==> src/rtl/fmc_pkg.sv <==
// fmc_window_cmp shared types and default sizes.
// Optional build macro FMC_SYNC_EN is consumed by fmc_edge_det.
package fmc_pkg;

  localparam int MW_DEF       = 8;
  localparam int NW_DEF       = 10;
  localparam int TW_DEF       = 4;
  localparam int LOCK_WIN_DEF = 4;

  localparam logic [1:0] SEL_HOLD = 2'b00;
  localparam logic [1:0] SEL_UP   = 2'b01;
  localparam logic [1:0] SEL_DN   = 2'b10;

  typedef enum logic [1:0] {
    IDLE,
    MEASURE,
    EVAL
  } fmc_state_e;

endpackage

==> src/rtl/fmc_window_cmp_if.sv <==
// Config/decision bundle between the feedback divider side
// and the window comparator.
interface fmc_window_cmp_if #(
  parameter int MW = fmc_pkg::MW_DEF,
  parameter int NW = fmc_pkg::NW_DEF,
  parameter int TW = fmc_pkg::TW_DEF
) ();

  logic          en;
  logic          fb_in;
  logic [MW-1:0] m_win;
  logic [NW-1:0] n_target;
  logic [TW-1:0] tol;
  logic [1:0]    sel;
  logic          sel_valid;
  logic          locked;
  logic [NW-1:0] edge_cnt;
  logic          busy;

  modport master (
    output en, fb_in, m_win, n_target, tol,
    input  sel, sel_valid, locked, edge_cnt, busy
  );

  modport slave (
    input  en, fb_in, m_win, n_target, tol,
    output sel, sel_valid, locked, edge_cnt, busy
  );

endinterface

==> src/rtl/fmc_edge_det.sv <==
// Rising-edge detector for fb_in.
// FMC_SYNC_EN adds a 2-flop synchronizer in front (2 cycles more latency).
module fmc_edge_det (
  input  logic clk_ext,
  input  logic rst_n,
  input  logic fb_in,
  output logic rise
);

  logic fb_s;
  logic fb_prev;

`ifdef FMC_SYNC_EN
  logic [1:0] sync_q;

  always_ff @(posedge clk_ext) begin
    if (!rst_n) sync_q <= '0;
    else        sync_q <= {sync_q[0], fb_in};
  end

  assign fb_s = sync_q[1];
`else
  assign fb_s = fb_in;
`endif

  always_ff @(posedge clk_ext) begin
    if (!rst_n) fb_prev <= 1'b0;
    else        fb_prev <= fb_s;
  end

  assign rise = fb_s & ~fb_prev;

endmodule

==> src/rtl/fmc_window_cmp.sv <==
// Feedback edge counter over an m_win-cycle window with band compare.
// Build option: FMC_SYNC_EN synchronizes fb_in before edge detect.
module fmc_window_cmp
  import fmc_pkg::*;
#(
  parameter int MW       = MW_DEF,
  parameter int NW       = NW_DEF,
  parameter int TW       = TW_DEF,
  parameter int LOCK_WIN = LOCK_WIN_DEF
) (
  input  logic            clk_ext,
  input  logic            rst_n,
  fmc_window_cmp_if.slave bus
);

  localparam int LCW = $clog2(LOCK_WIN + 1);
  localparam logic [LCW-1:0] LOCK_MAX = LCW'(LOCK_WIN);
  localparam logic [MW-1:0]  M_ONE    = MW'(1);

  fmc_state_e     state_q, state_d;
  logic [MW-1:0]  win_q, win_d;
  logic [MW-1:0]  m_lat_q, m_lat_d;
  logic [NW-1:0]  acc_q, acc_d;
  logic [NW-1:0]  n_lat_q, n_lat_d;
  logic [NW-1:0]  edge_q, edge_d;
  logic [TW-1:0]  tol_lat_q, tol_lat_d;
  logic [LCW-1:0] lock_q, lock_d;
  logic [1:0]     sel_q, sel_d;
  logic           valid_q, valid_d;
  logic           locked_q, locked_d;
  logic           start;
  logic           rise;

  logic [NW:0] acc_x, n_x, tol_x;
  logic [NW:0] low, high;
  logic [1:0]  verdict;

  fmc_edge_det u_edge (
    .clk_ext (clk_ext),
    .rst_n   (rst_n),
    .fb_in   (bus.fb_in),
    .rise    (rise)
  );

  // One extra bit so n+tol never wraps
  assign acc_x = {1'b0, acc_q};
  assign n_x   = {1'b0, n_lat_q};
  assign tol_x = {{(NW + 1 - TW){1'b0}}, tol_lat_q};
  assign low   = (n_x > tol_x) ? n_x - tol_x : '0;
  assign high  = n_x + tol_x;

  always_comb begin
    verdict = SEL_HOLD;
    unique case (1'b1)
      acc_x < low:  verdict = SEL_UP;
      acc_x > high: verdict = SEL_DN;
      default:      verdict = SEL_HOLD;
    endcase
  end

  always_comb begin
    state_d   = state_q;
    win_d     = win_q;
    m_lat_d   = m_lat_q;
    acc_d     = acc_q;
    n_lat_d   = n_lat_q;
    tol_lat_d = tol_lat_q;
    edge_d    = edge_q;
    lock_d    = lock_q;
    sel_d     = sel_q;
    valid_d   = 1'b0;
    locked_d  = locked_q;
    start     = 1'b0;

    unique case (state_q)
      IDLE: start = bus.en;
      MEASURE: begin
        if (!bus.en) begin
          state_d  = IDLE;
          lock_d   = '0;
          locked_d = 1'b0;
        end else begin
          win_d = win_q + 1'b1;
          if (rise && acc_q != '1) acc_d = acc_q + 1'b1;
          if (win_q == m_lat_q - M_ONE) state_d = EVAL;
        end
      end
      EVAL: begin
        sel_d   = verdict;
        edge_d  = acc_q;
        valid_d = 1'b1;
        if (verdict == SEL_HOLD) begin
          if (lock_q != LOCK_MAX) lock_d = lock_q + 1'b1;
          if (lock_d == LOCK_MAX) locked_d = 1'b1;
        end else begin
          lock_d   = '0;
          locked_d = 1'b0;
        end
        state_d = IDLE;
        start   = bus.en;
      end
      default: state_d = IDLE;
    endcase

    // Back-to-back windows re-latch config here
    if (start) begin
      m_lat_d   = (bus.m_win == '0) ? M_ONE : bus.m_win;
      n_lat_d   = bus.n_target;
      tol_lat_d = bus.tol;
      win_d     = '0;
      acc_d     = '0;
      state_d   = MEASURE;
    end
  end

  always_ff @(posedge clk_ext) begin
    if (!rst_n) begin
      state_q   <= IDLE;
      win_q     <= '0;
      m_lat_q   <= '0;
      acc_q     <= '0;
      n_lat_q   <= '0;
      tol_lat_q <= '0;
      edge_q    <= '0;
      lock_q    <= '0;
      sel_q     <= SEL_HOLD;
      valid_q   <= 1'b0;
      locked_q  <= 1'b0;
    end else begin
      state_q   <= state_d;
      win_q     <= win_d;
      m_lat_q   <= m_lat_d;
      acc_q     <= acc_d;
      n_lat_q   <= n_lat_d;
      tol_lat_q <= tol_lat_d;
      edge_q    <= edge_d;
      lock_q    <= lock_d;
      sel_q     <= sel_d;
      valid_q   <= valid_d;
      locked_q  <= locked_d;
    end
  end

  assign bus.sel       = sel_q;
  assign bus.sel_valid = valid_q;
  assign bus.locked    = locked_q;
  assign bus.edge_cnt  = edge_q;
  assign bus.busy      = (state_q != IDLE);

endmodule
==> src/flat_wrapper.sv <==
// flat-port wrapper written by rule: the top's interface ports become plain ports
module fmc_window_cmp_flat import fmc_pkg::*;
#(
  parameter int MW       = MW_DEF,
  parameter int NW       = NW_DEF,
  parameter int TW       = TW_DEF,
  parameter int LOCK_WIN = LOCK_WIN_DEF
)
  (clk_ext, rst_n, bus_en, bus_fb_in, bus_m_win, bus_n_target, bus_tol, bus_sel, bus_sel_valid, bus_locked, bus_edge_cnt, bus_busy);
  fmc_window_cmp_if #(.MW(MW), .NW(NW), .TW(TW)) bus_i ();
  input  logic clk_ext;
  input  logic rst_n;
  input wire logic [$bits(bus_i.en)-1:0] bus_en;
  input wire logic [$bits(bus_i.fb_in)-1:0] bus_fb_in;
  input wire logic [$bits(bus_i.m_win)-1:0] bus_m_win;
  input wire logic [$bits(bus_i.n_target)-1:0] bus_n_target;
  input wire logic [$bits(bus_i.tol)-1:0] bus_tol;
  output wire logic [$bits(bus_i.sel)-1:0] bus_sel;
  output wire logic [$bits(bus_i.sel_valid)-1:0] bus_sel_valid;
  output wire logic [$bits(bus_i.locked)-1:0] bus_locked;
  output wire logic [$bits(bus_i.edge_cnt)-1:0] bus_edge_cnt;
  output wire logic [$bits(bus_i.busy)-1:0] bus_busy;
  assign bus_i.en = bus_en;
  assign bus_i.fb_in = bus_fb_in;
  assign bus_i.m_win = bus_m_win;
  assign bus_i.n_target = bus_n_target;
  assign bus_i.tol = bus_tol;
  assign bus_sel = bus_i.sel;
  assign bus_sel_valid = bus_i.sel_valid;
  assign bus_locked = bus_i.locked;
  assign bus_edge_cnt = bus_i.edge_cnt;
  assign bus_busy = bus_i.busy;
  fmc_window_cmp #(.MW(MW), .NW(NW), .TW(TW), .LOCK_WIN(LOCK_WIN)) u_core (.clk_ext(clk_ext), .rst_n(rst_n), .bus(bus_i));
endmodule
==> config.mk <==
export PLATFORM = sky130hd
export DESIGN_NAME = fmc_window_cmp_flat
export DESIGN_NICKNAME = d
export VERILOG_FILES = /design/src/rtl/fmc_pkg.sv /design/src/rtl/fmc_window_cmp_if.sv /design/src/rtl/fmc_edge_det.sv /design/src/rtl/fmc_window_cmp.sv /design/src/flat_wrapper.sv
export SDC_FILE = /design/constraint.sdc
export NUM_CORES = 1
export LEC_CHECK = 0
export ABC_AREA = 1
export BUFFER_PORTS_ARGS = -buffer_cell sky130_fd_sc_hd__buf_2
export CAP_MARGIN = 30
export CORE_MARGIN = 4
export CORE_UTILIZATION = 51
export CTS_CLUSTER_SIZE = 14
export DETAILED_ROUTE_END_ITERATION = 16
export HOLD_SLACK_MARGIN = 0.02
export PLACE_DENSITY = 0.71
export SLEW_MARGIN = 20
export SYNTH_ARGS = -nofsm -noshare
export SYNTH_HDL_FRONTEND = slang
export SYNTH_HIERARCHICAL = 1
export SYNTH_SLANG_ARGS = --single-unit
==> constraint.sdc <==
create_clock -name clk_ext -period 5 [get_ports clk_ext]
set_input_delay 0.5 -clock clk_ext [delete_from_list [all_inputs] [get_ports clk_ext]]
set_output_delay 0.5 -clock clk_ext [all_outputs]
set_load 0.03 [all_outputs]
==> run metrics, run 1 <==
initial core utilization between 50% and 60%; chip width 92.5 µm; vias in the first global route between 3000 and 4000; max-slew violations 0; Mapped Area roughly 3600 µm²; Overall Power about 1.1 mW; WL per Instance around 13 µm; Filler cells roughly 670; Worst Path Max Fanout 9; total CTS buffers 9; cts repair resizes 0; metal3 WL roughly 350 µm; layout cell share with drive strength beyond 1 ~14%; maxcap violations 0; Worst Tran Pin Value slightly below 0.8 ns; WP data arrival about 3.4 ns; pin count of the biggest net entering global routing 34; Core Area 6870 µm²; peak supply drop around 0.14 mV; Syn Nets about 570; status completed; clk_lat worst skew between 0.3 and 0.4 ns; layout overhead on the synthesized area 12.5%; Hold Path Depth 3; row cnt 30; depth of the worst register-to-register path 20; Setup Fix Bufs, Post-CTS 0; cts hold-fix bufs 0; Placed Cells approximately 640; Req. time, crit path 5.28 ns; Slew HR between 40 and 50%; Die Height 92.5 µm; routability cong. ~0.97; total congestion overflow 0; DRC viols 0; final setup TNS 0 ns; RSZ-0062 raised after global routing false; DRT antenna net count 0; CP Class reg2reg; WL final 8260 µm; Peak Freq ~320 MHz; post-synthesis register bit count 60; LEAKAGE just under 2 nW; Final #Nets just over 600; DRT iter0 DRCs around 140; Clock Tree Buf Depth 2; period utilisation layout 61.8%; final-report hold violation count 0; Seq/Total Area, Yosys 33.0%; IO Port Bufs 40; post-route cell area 4100 µm²; CTS H-tree lvls 3; Distinct cells, synth 37; Worst-path clk slew about 0.070 ns; final setup fails 0; Synth Area per Inst 7.15 µm²; Mapped Cells approximately 510; First-pass DRT Iterations 4; I/O Pins 41; clk_skew around 0.008 ns; CTS Root Cell clkbuf_8; DIE AREA around 8600 µm²; crit start category flip-flop; Yosys warning count 6; Via density a little over 5; DP Area 3930 µm²; CTS tree built; DRT met1 WL 3720 µm; gr usage total between 20 and 25%; pre-CTS setup slack 1.96 ns; Via Count around 3400; global-route wire length before repair between 10000 and 15000 µm; dpl hpwl between 6000 and 7000 µm; antenna diode count 0; Worst Hold Class in2reg; Post-Layout Cell Count 652; CP Capture Type flip-flop; TritonCTS Sinks 60; Cell Pwr Density ~280 nW/µm²; met2 WL post-DR just under 4000 µm; initial antenna violation count 0; Top Metal Used met4; fin worst setup slack around 1.9 ns; Period minus WS final between 3 and 4 ns
-- cells by family (layout without fill, tap and decap cells) --
family | Yosys count | in the layout | synth area share, %
and+or+nand+nor | 212 | 212 | 26.7
DFF | 60 | 60 | 33.0
xor gates and xnor gates | 22 | 22 | 5.29
muxes | 1 | 1 | 0.275
adders and majority gates | 34 | 34 | 12.1
AOI/OAI and AO/OA | 91 | 91 | 13.2
buffers and inverters | 89 | 136 | 9.42
-- critical path, cell delays in order (launching register included) --
cell	delay, ns
dfxtp_1	0.33
inv_1	0.06
ha_1	0.40
nand3_1	0.11
nand2_1	0.10
nand2_1	0.09
nand2_1	0.11
nand2_2	0.07
inv_2	0.12
o21ai_0	0.11
a21o_1	0.16
ha_1	0.28
and3_2	0.18
nand3_1	0.09
o21ai_0	0.19
a21oi_1	0.08
a21oi_2	0.18
nand2_1	0.08
nand2_1	0.08
nand2_2	0.07
nor2_1	0.12
-- synthesized netlist by cell type (all sizes together) --
master	instances	share of area, %
nand4	4	0.69
clkbuf	7	0.72
dfxtp	60	33
xnor2	1	0.24
ha	32	11
a211oi	1	0.21
mux2i	1	0.27
buf	3	0.55
a31oi	1	0.17
a21o	2	0.41
nand3	42	5.9
nand2	93	10
or2	1	0.17
inv	79	8.1
o22ai	3	0.52
o21a	1	0.21
nor3b	3	0.62
nor3	14	2.2
o21ai	41	5.6
nor2	50	5.9
and3	1	0.21
o31ai	2	0.41
o211ai	1	0.21
a21oi	39	5.5
fa	2	1.1
xor2	21	5.1
nor4	4	0.69
-- stage by stage --
step / hold slack (ns) / utilization, %
4_1_cts: 0.325 / 59.7
6_report: 0.343 / 59.7
5_1_grt: 0.357 / 59.7
3_3_place_gp: 0.454 / 57.1
3_5_place_dp: 0.471 / 57.2
2_1_floorplan: 0.438 / -
-- registers in the layout, summed over array words and instances (netlist names) --
register	flops
u_core/m_lat_q	8
u_core/lock_q	3
u_core/tol_lat_q	4
u_core/n_lat_q	10
u_core/bus.edge_cnt	10
u_core/win_q	8
u_core/bus.locked	1
u_core/u_edge/fb_prev	1
u_core/bus.sel	2
u_core/bus.sel_valid	1
u_core/acc_q	10
u_core/state_q	2
-- power breakdown --
| part | switching (mW) | internal [mW] |
|---|---|---|
| Combinational | 0.159 | 0.0930 |
| Clock | 0.189 | 0.189 |
| Sequential | 0.0152 | 0.493 |
| Total | 0.364 | 0.775 |
-- final timing paths --
kind	start	endpoint	slack [ns]
max	u_core/tol_lat_q[2]	u_core/bus.locked	1.91
min	bus_fb_in	u_core/u_edge/fb_prev	0.34
max reg2reg	u_core/tol_lat_q[2]	u_core/bus.locked	1.91
min reg2reg	u_core/n_lat_q[2]	u_core/n_lat_q[2]	0.48
-- metal layers --
metal | track usage, % | vias to the layer above
met2 | 34.1 | 79
met1 | 24.6 | 1528
met3 | 4.71 | 24
met5 | 0 | -
li1 | - | 1746
met4 | 10.8 | 0
-- area by class of cell --
type / count / area (µm²) / area share (%)
multi-input combinational: 360 / 2100 / 51.2
tap: 96 / 120 / 2.93
timing repair buffer: 42 / 215 / 5.25
sequential: 60 / 1200 / 29.3
inverter: 79 / 297 / 7.24
clock inverter: 4 / 26.3 / 0.641
clock buffer: 11 / 141 / 3.45
-- cells in the final DEF, fill, tap and decap left out, types with 3 or more instances in the layout --
cell / n
clkbuf_8: 10
nor2_2: 5
nor3b_1: 3
xor2_1: 21
o21ai_0: 41
ha_1: 32
nand4_1: 4
buf_2: 40
nand3_1: 41
o22ai_1: 3
a21oi_1: 38
nand2_1: 87
nand2_2: 4
nor3_1: 13
inv_1: 76
inv_2: 3
dfxtp_1: 60
nor2_1: 43
nor4_1: 4
No activity file was read; power rests on OpenSTA's default activity.
==> inputs of run 2 (changes only) <==
==> constraint.sdc (replaced) <==
create_clock -name clk_ext -period 3 [get_ports clk_ext]
set_input_delay 0.3 -clock clk_ext [delete_from_list [all_inputs] [get_ports clk_ext]]
set_output_delay 0.3 -clock clk_ext [all_outputs]
set_load 0.03 [all_outputs]
==> run metrics, run 2 (same netlist as run 1, synthesis figures left out) <==
status completed; DRT antenna net count 0; dpl hpwl around 6500 µm; CP Capture Type flip-flop; cts hold-fix bufs 0; clk_skew 0.0101 ns; row cnt 30; CP peak stage delay between 0.3 and 0.4 ns; Clock Tree Buf Depth 2; Peak Freq between 300 and 400 MHz; maxcap violations 0; Die Height about 90 µm; CP Buf/Inv Count 4; WL per Instance 13.4 µm; Via density between 5 and 6; most frequent cells in the layout nand2_1, inv_1, dfxtp_1, nor2_1, buf_2; final setup fails 0; LEAKAGE 2.00 nW; chip width 92.5 µm; met2 WL post-DR about 4400 µm; Top Metal Used met4; Worst-path clk slew approximately 0.060 ns; Cell Pwr Density a little under 500 nW/µm²; crit-path cells inv_2 -> ha_4 -> clkinvlp_4 -> nor2_1 -> nand2_1 -> nand2_2 -> nand2_2 -> inv_4 -> buf_4 -> nand3_1 -> ha_1 -> and3_4 -> nand3_2 -> o21ai_1 -> a21oi_1 -> a21oi_2 -> nand2_1 -> nand2_1 -> nand2_2 -> nor2_1; worst hold endpoint u_core/u_edge/fb_prev; Critical-path top delay cell dfxtp_2; clk_lat worst skew ~0.33 ns; final core utilization about 63%; hold wc startpoint bus_fb_in; antenna diode count 0; fin worst setup slack 0.108 ns; worst flop-to-flop path endpoint u_core/bus.locked; total congestion overflow 0; Via Count ~3500; final-report hold violation count 0; DRC viols 0; TritonCTS Sinks 60; WL final between 8000 and 9000 µm; Core Area between 6000 and 7000 µm²; CTS H-tree lvls 3; global-route wire length before repair 14600 µm; initial core utilization 53.0%; routability cong. ~0.9; period utilisation layout 96.4%; commonest non-fill, non-tap cell in the layout nand2_1; depth of the worst register-to-register path 20; Worst Tran Pin Value slightly above 0.8 ns; CP Class reg2reg; Period minus WS final ~2.9 ns; First-pass DRT Iterations 4; Final #Nets roughly 620; pre-CTS setup slack -0.0170 ns; DRT met1 WL 3850 µm; max-slew violations 0; peak supply drop 0.305 mV; vias in the first global route about 3300; WP data arrival roughly 3.2 ns; reg2reg setup slack 0.11 ns; Largest delay share family, worst path simple AND/OR/NAND/NOR gates; total CTS buffers 9; DIE AREA approximately 8600 µm²; layout overhead on the synthesized area 18.9%; IO Port Bufs 40; metal3 WL between 300 and 400 µm; Worst Path Max Fanout 6; crit start category flip-flop; Worst Hold Class in2reg; initial antenna violation count 0; Slew HR about 46%; r2r startpoint u_core/tol_lat_q[3]; Hold Path Depth 3; CTS Root Cell clkbuf_8; gr usage total 21.3%; Overall Power about 2.1 mW; DRT iter0 DRCs 198; Req. time, crit path between 3 and 4 ns; CTS tree built; layout cell share with drive strength beyond 1 a little over a fifth; pin count of the biggest net entering global routing 34; I/O Pins 41
run 2: cell types whose count changed in the layout (fill, tap and decap cells not counted), moves of 4 or more:
cell and delta:
a21oi_1 -4, a21oi_2 +4, buf_4 +11, dfxtp_1 -6, dfxtp_2 +4, ha_1 -4
ha_4 +4, inv_1 -8, inv_2 +4, nand2_1 -4, nand2_2 +4
run 2: where the power goes:
part	internal (mW)	total, mW	switching, mW
registers	0.822	0.850	0.0279
clock network	0.400	0.716	0.316
logic	0.214	0.518	0.304
run 2: layer usage:
metal | GRT usage (%) | vias to the layer above
met5 | 0 | -
met4 | 10.3 | 0
met1 | 24.7 | 1585
li1 | - | 1776
met3 | 3.57 | 26
met2 | 37.8 | 83
run 2: worst register-to-register path, cell delays in order (launching register included):
cell        delay, ns
dfxtp_2          0.34
inv_2            0.05
ha_4             0.29
clkinvlp_4       0.13
nor2_1           0.13
nand2_1          0.11
nand2_2          0.09
nand2_2          0.08
inv_4            0.08
buf_4            0.12
nand3_1          0.10
ha_1             0.31
and3_4           0.19
nand3_2          0.07
o21ai_1          0.14
a21oi_1          0.06
a21oi_2          0.18
nand2_1          0.09
nand2_1          0.07
nand2_2          0.07
nor2_1           0.13
run 2: repair_timing:
| item | in CTS | in global routing |
|---|---|---|
| setup endpoints to repair | 4 | 5 |
| gates cloned | 0 | 0 |
| pin swaps | 0 | 16 |
| resized for setup | 5 | 35 |
| buffers inserted | 0 | 8 |
run 2: final cells by class:
type                       instances  area (µm²)
inverter                          79         308
timing repair buffer              53         298
clock inverter                     4        50.0
clock buffer                      11         141
fill                             655        2540
tap                               96         120
sequential                        60        1210
multi-input combinational        360        2200
run 2: stage by stage:
stage | TNS (ns) | instance area (µm²) | instances | hold slack [ns]
after floorplan | 0 | 3640 | 509 | 0.393
after global placement | 0 | 3950 | 640 | 0.451
after detailed placement | -0.0358 | 3950 | 640 | 0.460
after CTS | 0 | 4180 | 655 | 0.145
after global routing | -0.289 | 4330 | 663 | 0.199
final | 0 | 4330 | 663 | 0.161
run 2: how the worst max path moves through the flow:
stage / slack (ns) / endpoint / startpoint / cells past startpoint
global placement: 0.15 / u_core/bus.locked / u_core/tol_lat_q[1] / 20
finish: 0.11 / u_core/bus.locked / u_core/tol_lat_q[3] / 20
detailed placement: -0.02 / u_core/bus.locked / u_core/tol_lat_q[2] / 18
floorplan: 0.31 / u_core/bus.locked / u_core/tol_lat_q[2] / 19
global route: -0.09 / u_core/bus.locked / u_core/tol_lat_q[3] / 20
CTS: 0.003 / u_core/bus.locked / u_core/n_lat_q[0] / 20
